`config.mk`:
```
export PLATFORM = sky130hd
export DESIGN_NAME = mmu_array
export DESIGN_NICKNAME = d
export VERILOG_FILES = /design/src/rtl/mmu_pkg.sv /design/src/rtl/mmu_pe.sv /design/src/rtl/mmu_array.sv
export SDC_FILE = /design/constraint.sdc
export NUM_CORES = 1
export LEC_CHECK = 0
export ABC_AREA = 1
export CAP_MARGIN = 5
export CORE_ASPECT_RATIO = 0.6
export CORE_MARGIN = 3
export CORE_UTILIZATION = 35
export DETAILED_ROUTE_END_ITERATION = 7
export PLACE_DENSITY_LB_ADDON = 0.2
export SLEW_MARGIN = 20
export SYNTH_ARGS = -nofsm -noshare
export SYNTH_HDL_FRONTEND = slang
export SYNTH_SLANG_ARGS = --single-unit
```
`constraint.sdc`:
```
create_clock -name clk -period 4 [get_ports clk]
set_clock_uncertainty 0.05 [all_clocks]
set_input_delay 0.6 -clock clk [delete_from_list [all_inputs] [get_ports clk]]
set_output_delay 0.6 -clock clk [all_outputs]
set_load 0.01 [all_outputs]
```
`src/rtl/mmu_pkg.sv`:
```
// Shared types and helpers for the N x N output-stationary systolic multiplier.
package mmu_pkg;

   typedef enum logic [1:0] {
      ST_IDLE  = 2'd0,
      ST_FEED  = 2'd1,
      ST_DRAIN = 2'd2,
      ST_OUT   = 2'd3
   } state_t;

   // Widest accumulator the output conversion helper accepts.
   localparam int unsigned SAT_W = 64;

   // The last skewed beat reaches PE(N-1,N-1) 2N-1 cycles after it is accepted.
   function automatic int unsigned drain_cycles(input int unsigned n);
      return 2 * n - 1;
   endfunction

   // Clamp to the largest data_w-bit value, or keep only the low data_w bits.
   function automatic logic [SAT_W-1:0] sat_trunc(input logic [SAT_W-1:0] acc,
                                                  input int unsigned      data_w,
                                                  input logic             sat_en);
      logic [SAT_W-1:0] max_v;
      logic [SAT_W-1:0] res;
      max_v = (SAT_W'(1) << data_w) - SAT_W'(1);
      if (sat_en) res = (acc > max_v) ? max_v : acc;
      else        res = acc & max_v;
      return res;
   endfunction

endpackage

```
`src/rtl/mmu_pe.sv`:
```
// One processing element: multiply-accumulate, forwarding a east and b south.
module mmu_pe
   import mmu_pkg::*;
#(
   parameter int unsigned DATA_W = 8,
   parameter int unsigned ACC_W  = 16
) (
   input  logic              clk,
   input  logic              rst_n,
   input  logic              en,
   input  logic              clr,
   input  logic [DATA_W-1:0] a_in,
   input  logic [DATA_W-1:0] b_in,
   output logic [DATA_W-1:0] a_out,
   output logic [DATA_W-1:0] b_out,
   output logic [ACC_W-1:0]  acc
);

   localparam int unsigned PROD_W = 2 * DATA_W;

   logic [PROD_W-1:0] prod;

   assign prod = PROD_W'(a_in) * PROD_W'(b_in);

   always_ff @(posedge clk or negedge rst_n) begin
      if (!rst_n) begin
         a_out <= '0;
         b_out <= '0;
         acc   <= '0;
      end else begin
         if (en) begin
            a_out <= a_in;
            b_out <= b_in;
         end
         // A job-start clear wins over any MAC in the same cycle.
         if (clr)     acc <= '0;
         else if (en) acc <= acc + ACC_W'(prod);
      end
   end

endmodule

```
`src/rtl/mmu_array.sv`:
```
// N x N systolic matrix multiplier: streams K beats, skews, drains, then returns C row by row.
module mmu_array
   import mmu_pkg::*;
#(
   parameter int unsigned N      = 2,
   parameter int unsigned DATA_W = 8,
   parameter int unsigned ACC_W  = 16,
   parameter int unsigned K_W    = 8
) (
   input  logic                   clk,
   input  logic                   rst_n,
   input  logic                   start,
   input  logic [K_W-1:0]         k_len,
   input  logic                   acc_en,
   input  logic                   sat_en,
   input  logic                   in_valid,
   output logic                   in_ready,
   input  logic [N*DATA_W-1:0]    in_a,
   input  logic [N*DATA_W-1:0]    in_b,
   output logic                   out_valid,
   input  logic                   out_ready,
   output logic [N*DATA_W-1:0]    out_row,
   output logic [$clog2(N)-1:0]   out_idx,
   output logic                   out_last,
   output logic                   busy,
   output logic                   done
);

   localparam int unsigned IDX_W     = $clog2(N);
   localparam int unsigned ROW_W     = N * DATA_W;
   localparam int unsigned DRAIN_CYC = drain_cycles(N);
   localparam int unsigned DCNT_W    = $clog2(DRAIN_CYC + 1);

   state_t             state_q, state_d;
   logic [K_W-1:0]     k_q, beat_q;
   logic               sat_q;
   logic [DCNT_W-1:0]  drain_q;
   logic               accept, out_hs, clr, adv, last_beat, sat_cur;
   logic [IDX_W-1:0]   row_d;
   logic [ROW_W-1:0]   row_data, out_row_d;
   logic               in_ready_d, out_valid_d, out_last_d, busy_d, done_d;
   logic [ROW_W-1:0]   a_in_q, b_in_q;

   logic [ACC_W-1:0]   acc_w [N][N];
   logic [DATA_W-1:0]  a_i [N][N];
   logic [DATA_W-1:0]  b_i [N][N];
   logic [DATA_W-1:0]  a_o [N][N];
   logic [DATA_W-1:0]  b_o [N][N];
   logic [DATA_W-1:0]  unused_east [N];
   logic [DATA_W-1:0]  unused_south [N];

   assign accept    = in_valid & in_ready;
   assign out_hs    = out_valid & out_ready;
   assign clr       = (state_q == ST_IDLE) & start & ~acc_en;
   assign adv       = (state_q == ST_FEED) | (state_q == ST_DRAIN);
   assign last_beat = accept & (beat_q == k_q - K_W'(1));
   // On the k_len=0 path the latched mode is not yet visible, so use the live input.
   assign sat_cur   = (state_q == ST_IDLE) ? sat_en : sat_q;

   always_ff @(posedge clk or negedge rst_n) begin
      if (!rst_n) state_q <= ST_IDLE;
      else        state_q <= state_d;
   end

   always_comb begin
      state_d = state_q;
      case (state_q)
         ST_IDLE:  if (start) state_d = (k_len == '0) ? ST_OUT : ST_FEED;
         ST_FEED:  if (last_beat) state_d = ST_DRAIN;
         ST_DRAIN: if (drain_q == DCNT_W'(DRAIN_CYC - 1)) state_d = ST_OUT;
         ST_OUT:   if (out_hs && (out_idx == IDX_W'(N - 1))) state_d = ST_IDLE;
         default:  state_d = ST_IDLE;
      endcase
   end

   always_comb begin
      in_ready_d  = (state_d == ST_FEED);
      out_valid_d = (state_d == ST_OUT);
      busy_d      = (state_d != ST_IDLE);
      done_d      = (state_q == ST_OUT) && (state_d == ST_IDLE);
      row_d       = out_idx;
      if (state_d != ST_OUT)      row_d = '0;
      else if (state_q != ST_OUT) row_d = '0;
      else if (out_hs)            row_d = out_idx + IDX_W'(1);
      out_last_d  = (state_d == ST_OUT) && (row_d == IDX_W'(N - 1));
      row_data    = '0;
      for (int j = 0; j < N; j++)
         row_data[j*DATA_W +: DATA_W] =
            DATA_W'(sat_trunc(SAT_W'(acc_w[row_d][j]), DATA_W, sat_cur));
      // Row 0 is final one cycle before the drain ends, so it can be captured on entry.
      out_row_d   = out_row;
      if ((state_d == ST_OUT) && ((state_q != ST_OUT) || out_hs))
         out_row_d = clr ? '0 : row_data;
   end

   always_ff @(posedge clk or negedge rst_n) begin
      if (!rst_n) begin
         in_ready  <= 1'b0;
         out_valid <= 1'b0;
         out_row   <= '0;
         out_idx   <= '0;
         out_last  <= 1'b0;
         busy      <= 1'b0;
         done      <= 1'b0;
         k_q       <= '0;
         sat_q     <= 1'b0;
         beat_q    <= '0;
         drain_q   <= '0;
         a_in_q    <= '0;
         b_in_q    <= '0;
      end else begin
         in_ready  <= in_ready_d;
         out_valid <= out_valid_d;
         out_row   <= out_row_d;
         out_idx   <= row_d;
         out_last  <= out_last_d;
         busy      <= busy_d;
         done      <= done_d;
         if ((state_q == ST_IDLE) && start) begin
            k_q   <= k_len;
            sat_q <= sat_en;
         end
         beat_q  <= (state_q == ST_FEED)  ? beat_q + K_W'(accept) : '0;
         drain_q <= (state_q == ST_DRAIN) ? drain_q + DCNT_W'(1)   : '0;
         // Bubbles and drain cycles inject zeros so they add nothing.
         if (adv) begin
            a_in_q <= accept ? in_a : '0;
            b_in_q <= accept ? in_b : '0;
         end
      end
   end

   // Row i of A and column j of B are delayed by their index before entering the array.
   for (genvar gi = 0; gi < N; gi++) begin : g_skew
      if (gi == 0) begin : g_direct
         assign a_i[gi][0] = a_in_q[gi*DATA_W +: DATA_W];
         assign b_i[0][gi] = b_in_q[gi*DATA_W +: DATA_W];
      end else begin : g_dly
         logic [DATA_W-1:0] a_dly [gi];
         logic [DATA_W-1:0] b_dly [gi];
         always_ff @(posedge clk or negedge rst_n) begin
            if (!rst_n) begin
               for (int k = 0; k < gi; k++) begin
                  a_dly[k] <= '0;
                  b_dly[k] <= '0;
               end
            end else if (adv) begin
               a_dly[0] <= a_in_q[gi*DATA_W +: DATA_W];
               b_dly[0] <= b_in_q[gi*DATA_W +: DATA_W];
               for (int k = 1; k < gi; k++) begin
                  a_dly[k] <= a_dly[k-1];
                  b_dly[k] <= b_dly[k-1];
               end
            end
         end
         assign a_i[gi][0] = a_dly[gi-1];
         assign b_i[0][gi] = b_dly[gi-1];
      end
      assign unused_east[gi]  = a_o[gi][N-1];
      assign unused_south[gi] = b_o[N-1][gi];
   end

   for (genvar gi = 0; gi < N; gi++) begin : g_row
      for (genvar gj = 0; gj < N; gj++) begin : g_col
         if (gj > 0) begin : g_a_fwd
            assign a_i[gi][gj] = a_o[gi][gj-1];
         end
         if (gi > 0) begin : g_b_fwd
            assign b_i[gi][gj] = b_o[gi-1][gj];
         end
         mmu_pe #(
            .DATA_W (DATA_W),
            .ACC_W  (ACC_W)
         ) u_pe (
            .clk   (clk),
            .rst_n (rst_n),
            .en    (adv),
            .clr   (clr),
            .a_in  (a_i[gi][gj]),
            .b_in  (b_i[gi][gj]),
            .a_out (a_o[gi][gj]),
            .b_out (b_o[gi][gj]),
            .acc   (acc_w[gi][gj])
         );
      end
   end

endmodule

```
-- Word-level counts from Yosys, hierarchy flattened
Cells that the tools add are included.
- register bits: 187
- word-level logic and storage cells: 97
- input port bits: 47
- $lt $le $gt $ge: 3
- eq/ne operators: 9
- $add $sub $neg: 8
- reduce and logical (&&, ||, !) cells: 11
- multiply operators: 4
- multiplexer cells: 30
- bitwise gates (word level): 8
- operators with widths (kind ; number):
    16-bit 2-to-1 mux ; 11
    32-bit 2-to-1 mux ; 3
    16-bit adder ; 4
    8-bit by 8-bit multiplier with 16-bit output ; 4
    8-bit 2-to-1 mux ; 5
    16-bit by 8-bit greater-than comparator with 1-bit output (second input constant) ; 2
    2-bit 2-to-1 mux ; 6
    8-bit by 1-bit adder with 8-bit output ; 1
    2-bit == test (second input constant) ; 4
    8-bit == test ; 1
    8-bit zero test ; 1
    2-bit case mux with 4 select lines ; 1
    8-bit by 1-bit subtractor with 8-bit output (second input constant) ; 1
    1-bit AND ; 5
    1-bit logical AND ; 5
    2-bit by 1-bit == test with 1-bit output (second input constant) ; 2
    2-bit zero test ; 2
    1-bit 2-to-1 mux ; 4
    2-bit inequality test (second input constant) ; 2
    2-bit nonzero test ; 2
    2-bit by 1-bit adder with 2-bit output (second input constant) ; 1
    2-bit >= comparator (second input constant) ; 1
    1-bit NOT with 2-bit output ; 1
    1-bit adder (second input constant) ; 1
    3 further kinds ; 3

-- Logic depth before layout (Yosys ltp)
- depth in word-level cells: 15
- mapped depth: 25
- depth with buffers taken out: 24

-- Modules after synthesis
A second synthesis with hierarchy kept.
- cells, all modules: 2789
- area, all modules: 20612.3 um^2
- by module, submodules not included (module ; area each (um^2) ; times used ; cells each):
    mmu_array ; 4518.1 ; 1 ; 571
    mmu_pe (g_row[0].g_col[1].u_pe) ; 4057.6 ; 1 ; 555
    mmu_pe (g_row[0].g_col[0].u_pe) ; 4031.4 ; 1 ; 555
    mmu_pe (g_row[1].g_col[1].u_pe) ; 4003.8 ; 1 ; 554
    mmu_pe (g_row[1].g_col[0].u_pe) ; 4001.3 ; 1 ; 554

-- Worst setup path after synthesis
No wires, ideal clock.
- kind: reg-to-reg
- start point: register b_in_q[0]
- end point: register g_row[0].g_col[0].u_pe.acc[15]
- period minus slack after synthesis: 4.206 ns
- setup slack: -0.206 ns
- cell stages (with the launch flop): 18
- arrival: 4.026 ns
- cells stage by stage: dfrtp_1 -> clkbuf_1 -> nand2_1 -> fa_1 -> fa_1 -> fa_1 -> fa_1 -> inv_1 -> ha_1 -> a21oi_1 -> o21ai_0 -> nand2_1 -> o2111ai_1 -> nand2_1 -> a21boi_0 -> or2_2 -> o21ai_0 -> o21ai_0
- longest elaborated chain between the ends: 4
- RTL lines (element ; line ; source):
    start: declaration ; mmu_array.sv:42 ; logic [ROW_W-1:0] a_in_q, b_in_q;
    start signal: assignment ; mmu_array.sv:128 ; b_in_q <= accept ? in_b : '0;
    8-bit by 8-bit multiplier with 16-bit output ; mmu_pe.sv:23 ; assign prod = PROD_W'(a_in) * PROD_W'(b_in);
    16-bit adder ; mmu_pe.sv:37 ; else if (en) acc <= acc + ACC_W'(prod);
    16-bit 2-to-1 mux ; mmu_pe.sv:37 ;
    16-bit 2-to-1 mux ; mmu_pe.sv:36 ; if (clr) acc <= '0;
    end signal: assignment ; mmu_pe.sv:37 ;
    end: declaration ; mmu_pe.sv:16 ; output logic [ACC_W-1:0] acc
No other way between the ends. The select of a mux whose other input is x is not followed.
A chain may end at the register's enable or synchronous reset.

-- Worst setup path in the final report
- start point: register g_skew[1].g_dly.a_dly[6] in the netlist's numbering
- end point: register g_row[1].g_col[0].u_pe.acc[15]
- longest elaborated chain between the ends: 4
- RTL lines (element ; line ; source):
    start: declaration ; mmu_array.sv:139 ; logic [DATA_W-1:0] a_dly [gi];
    start signal: indexed assignment ; mmu_array.sv:151 ; a_dly[k] <= a_dly[k-1];
    8-bit by 8-bit multiplier with 16-bit output ; mmu_pe.sv:23 ;
    16-bit adder ; mmu_pe.sv:37 ;
    16-bit 2-to-1 mux ; mmu_pe.sv:37 ;
    16-bit 2-to-1 mux ; mmu_pe.sv:36 ;
    end signal: assignment ; mmu_pe.sv:37 ;
    end: declaration ; mmu_pe.sv:16 ;
No other way between the ends. The select of a mux whose other input is x is not followed.

==> results.md <==
- WHS: about 0.12 ns
- Worst setup path end: g_row[1].g_col[0].u_pe.acc[15]
- Fill cell count: 4663
- Sequential-to-total area share from yosys stat: 0.2644
- EDFF count, synth: 0
- CTS tree: done
- Num rows: 62
- Mean Syn Cell Area: 7.981 um^2
- Pre-antenna DRT Iters: 5
- DP Cell Count: 2987
- Status: complete, but fails checks
- First-pass GRT wire length: between 80 and 90 mm
- Synth Net Count: ~2600
- Worst setup SP type: flop
- Boundary Pins: 69
- Via count: approximately 15000
- Final Net Count: about 2800
- Post-Layout Cell Count: 3101
- Die Wd: roughly 300 um
- CTS Buffer Depth: 2
- Clock latency on the worst-skew pair: between 0.4 and 0.5 ns
- Worst reg2reg startpoint: g_skew[1].g_dly.a_dly[6]
- Initial Util: 0.3614
- RR Endpoint: g_row[1].g_col[0].u_pe.acc[15]
- Post-Syn Area: 17610 um^2
- CP delay by family, top: adder cells
- Post-Synthesis Cells: approximately 2200
- Worst-path clk slew: ~0.080 ns
- Placed instance area: roughly 20000 um^2
- M1 WL: ~27 mm
- Number of buffers added on ports: around 70
- Bufs and invs on worst path: 3
- Number of global-route vias before repair: roughly 15000
- Worst R2R Setup Slack: -0.41 ns
- WP data arrival: 4.74 ns
- CP Max Fanout: 7
- Count leader, synth: inv_1
- Clock sink count: ~190
- Antenna-violating nets left: 0
- CTS HTree Levels: 4
- Antenna Cells: 0
- Top sig layer: met4
- WL/cell: 16.59 um
- Asr flop ratio synth: 1.000
- DR WL met2: roughly 22 mm
- Synth top area cells: dfrtp_1, fa_1, inv_1, nand2_1, ha_1
- Hold Path Class: in2async
- Synth area leader: dfrtp_1
- Largest net degree at the start of global routing: 89
- DRC errors left: 0
- Design area: about 23000 um^2
- CP endpoint kind: flop
- Flops & latches, synth: roughly 190
- CP Launch Point: g_skew[1].g_dly.a_dly[6]
- Setup violators final: 17
- Layout cells sized above 1: 0.2393
- Detailed Place HPWL: 38.95 mm
- Initial antenna violation count: 0
- Vias per cell: around 4.7
- Total global-route track usage: 0.1955
- Core Region: just under 50000 um^2
- Yosys synthesis warning count: 0
- Worst reg2reg path depth: 19
- Remaining Overflow, GRT: 0
- Area delta synth->final: 29.19%
- Initial DRC count: about 980
- Max cap viols: 0
- Share of the synthesized area in the top cell type: 0.2644
- Worst EP required: 4.33 ns
- Slew Viols, Final: 0
- Final Hold Viols: 0
- Top achievable clock speed: about 230 MHz
- CTS Buf Count: 17
- Die area: around 53000 um^2
- RSZ-0062 raised after global routing: yes
- Slew HR: 0.4425
- Crit path setup slack, layout: -0.4087 ns
- Netlist cell types: 44
- Final wirelength: slightly above 50 mm
- Top cells by count, synth: inv_1, nand2_1, fa_1
- Final critical-path share of the clock period: 1.102
- Most used cell, CP: fa_1
- Period minus WS final: approximately 4.4 ns
- Crit path depth: 19
- CP max-delay cell: fa_1
- Critical path cell sequence: nand2_2 -> inv_2 -> fa_2 -> inv_1 -> fa_1 -> fa_1 -> inv_1 -> fa_1 -> ha_4 -> a21oi_2 -> o21ai_2 -> nand2_1 -> o2111ai_4 -> nand2_2 -> a21boi_1 -> or2_2 -> a21oi_1 -> o21ai_1 -> o21ai_0
- Failing checks: setup timing
- CP max stage delay: 0.55 ns
- Slew @ Worst Pin: about 0.84 ns
- Crit path kind: reg2reg
- Main flop type after synthesis: dfrtp_1
- DR WL met3: between 2 and 3 mm
- Cts hold-fix bufs: 0
- Clk root buf: clkbuf_16
- GPL Wtd Cong: 0.8813
- Die H: between 150 and 200 um
==> final cells by class <==
cell class / count / area (um^2) / area share
clock inverters: 14 / 151.4 / 0.006656
repair buffers: 329 / 2927 / 0.1287
inverters: 545 / 2046 / 0.08993
clock buffers: 18 / 429.2 / 0.01887
multi-input cells: 1369 / 11670 / 0.5132
well taps: 640 / 800.8 / 0.03520
flip-flops and latches: 186 / 4720 / 0.2075
==> worst min path at each step <==
stage | start | depth (start not counted) | endpoint
after floorplan | rst_n | 0 | a_in_q[0]
after global placement | drain_q[0] | 1 | drain_q[0]
after detailed placement | drain_q[0] | 1 | drain_q[0]
after CTS | rst_n | 1 | g_row[0].g_col[0].u_pe.acc[13]
after global routing | rst_n | 1 | g_row[0].g_col[0].u_pe.acc[14]
final | rst_n | 1 | g_row[0].g_col[0].u_pe.acc[15]
==> worst register-to-register path: stages, from the launching register on <==
cell and delay, ns:
dfrtp_2 0.50, nand2_2 0.10, inv_2 0.04, fa_2 0.54, inv_1 0.04, fa_1 0.44
fa_1 0.50, inv_1 0.05, fa_1 0.55, ha_4 0.24, a21oi_2 0.21, o21ai_2 0.10
nand2_1 0.11, o2111ai_4 0.14, nand2_2 0.10, a21boi_1 0.05, or2_2 0.28, a21oi_1 0.13
o21ai_1 0.08, o21ai_0 0.07
==> layout by cell type, fill, tap and decap left out, types with 21 or more instances in the layout <==
master / netlist / routed
a21oi_2: 0 / 29
nand3_1: 58 / 52
buf_4: 1 / 209
nand2_1: 528 / 465
fa_1: 200 / 179
fa_2: 0 / 21
dfrtp_1: 186 / 134
dfrtp_2: 0 / 52
ha_1: 149 / 116
o21ai_1: 3 / 25
nand2_2: 0 / 51
a21oi_1: 98 / 59
nor2_1: 100 / 86
inv_1: 542 / 508
clkdlybuf4s50_1: 0 / 67
inv_2: 1 / 35
buf_6: 1 / 42
o21ai_0: 128 / 96
ha_4: 0 / 33
==> kinds of logic (layout without fill, tap and decap cells) <==
kind of cell | count (synthesis) | count (layout) | synth area share
AOI/OAI and AO/OA | 281 | 281 | 0.08783
xor gates and xnor gates | 29 | 29 | 0.01443
adders and majority gates | 349 | 349 | 0.3333
buffers and inverters | 651 | 906 | 0.1397
DFF | 186 | 186 | 0.2644
muxes | 2 | 2 | 0.001279
and+or+nand+nor | 708 | 708 | 0.1591
==> timing repair <==
action	4_1_cts	5_1_grt
gates resized for setup	144	229
gates cloned	0	0
setup endpoints to repair	31	33
pin swaps	56	153
buffers inserted	36	50
==> metal layers <==
metal  GRT usage  vias to the layer above
met1      0.3107                     7144
met3     0.04107                       29
met2      0.2735                      317
li1            -                     7063
met5           0                        -
met4     0.03154                        0
==> per-stage QoR <==
step | util | TNS, ns | setup WS (ns)
2_1_floorplan | - | -0.1911 | -0.05758
3_3_place_gp | 0.4159 | -4.810 | -0.4657
3_5_place_dp | 0.4159 | -5.892 | -0.4729
4_1_cts | 0.4429 | -2.150 | -0.3224
5_1_grt | 0.4669 | -7.179 | -0.5959
6_report | 0.4669 | -3.074 | -0.4087
==> flip-flops by register name (all words and copies together) (netlist names), 2 cells and up <==
name,cells
out_row,16
drain_q,2
g_skew.g_dly.b_dly,8
g_row.g_col.u_pe.a_out,16
g_row.g_col.u_pe.b_out,16
g_row.g_col.u_pe.acc,64
b_in_q,16
beat_q,8
state_q,2
k_q,8
a_in_q,16
g_skew.g_dly.a_dly,8
Power is left out: the tool's default activity adds up to more than one toggle a clock period on the data nets, which glitch-free logic cannot reach.
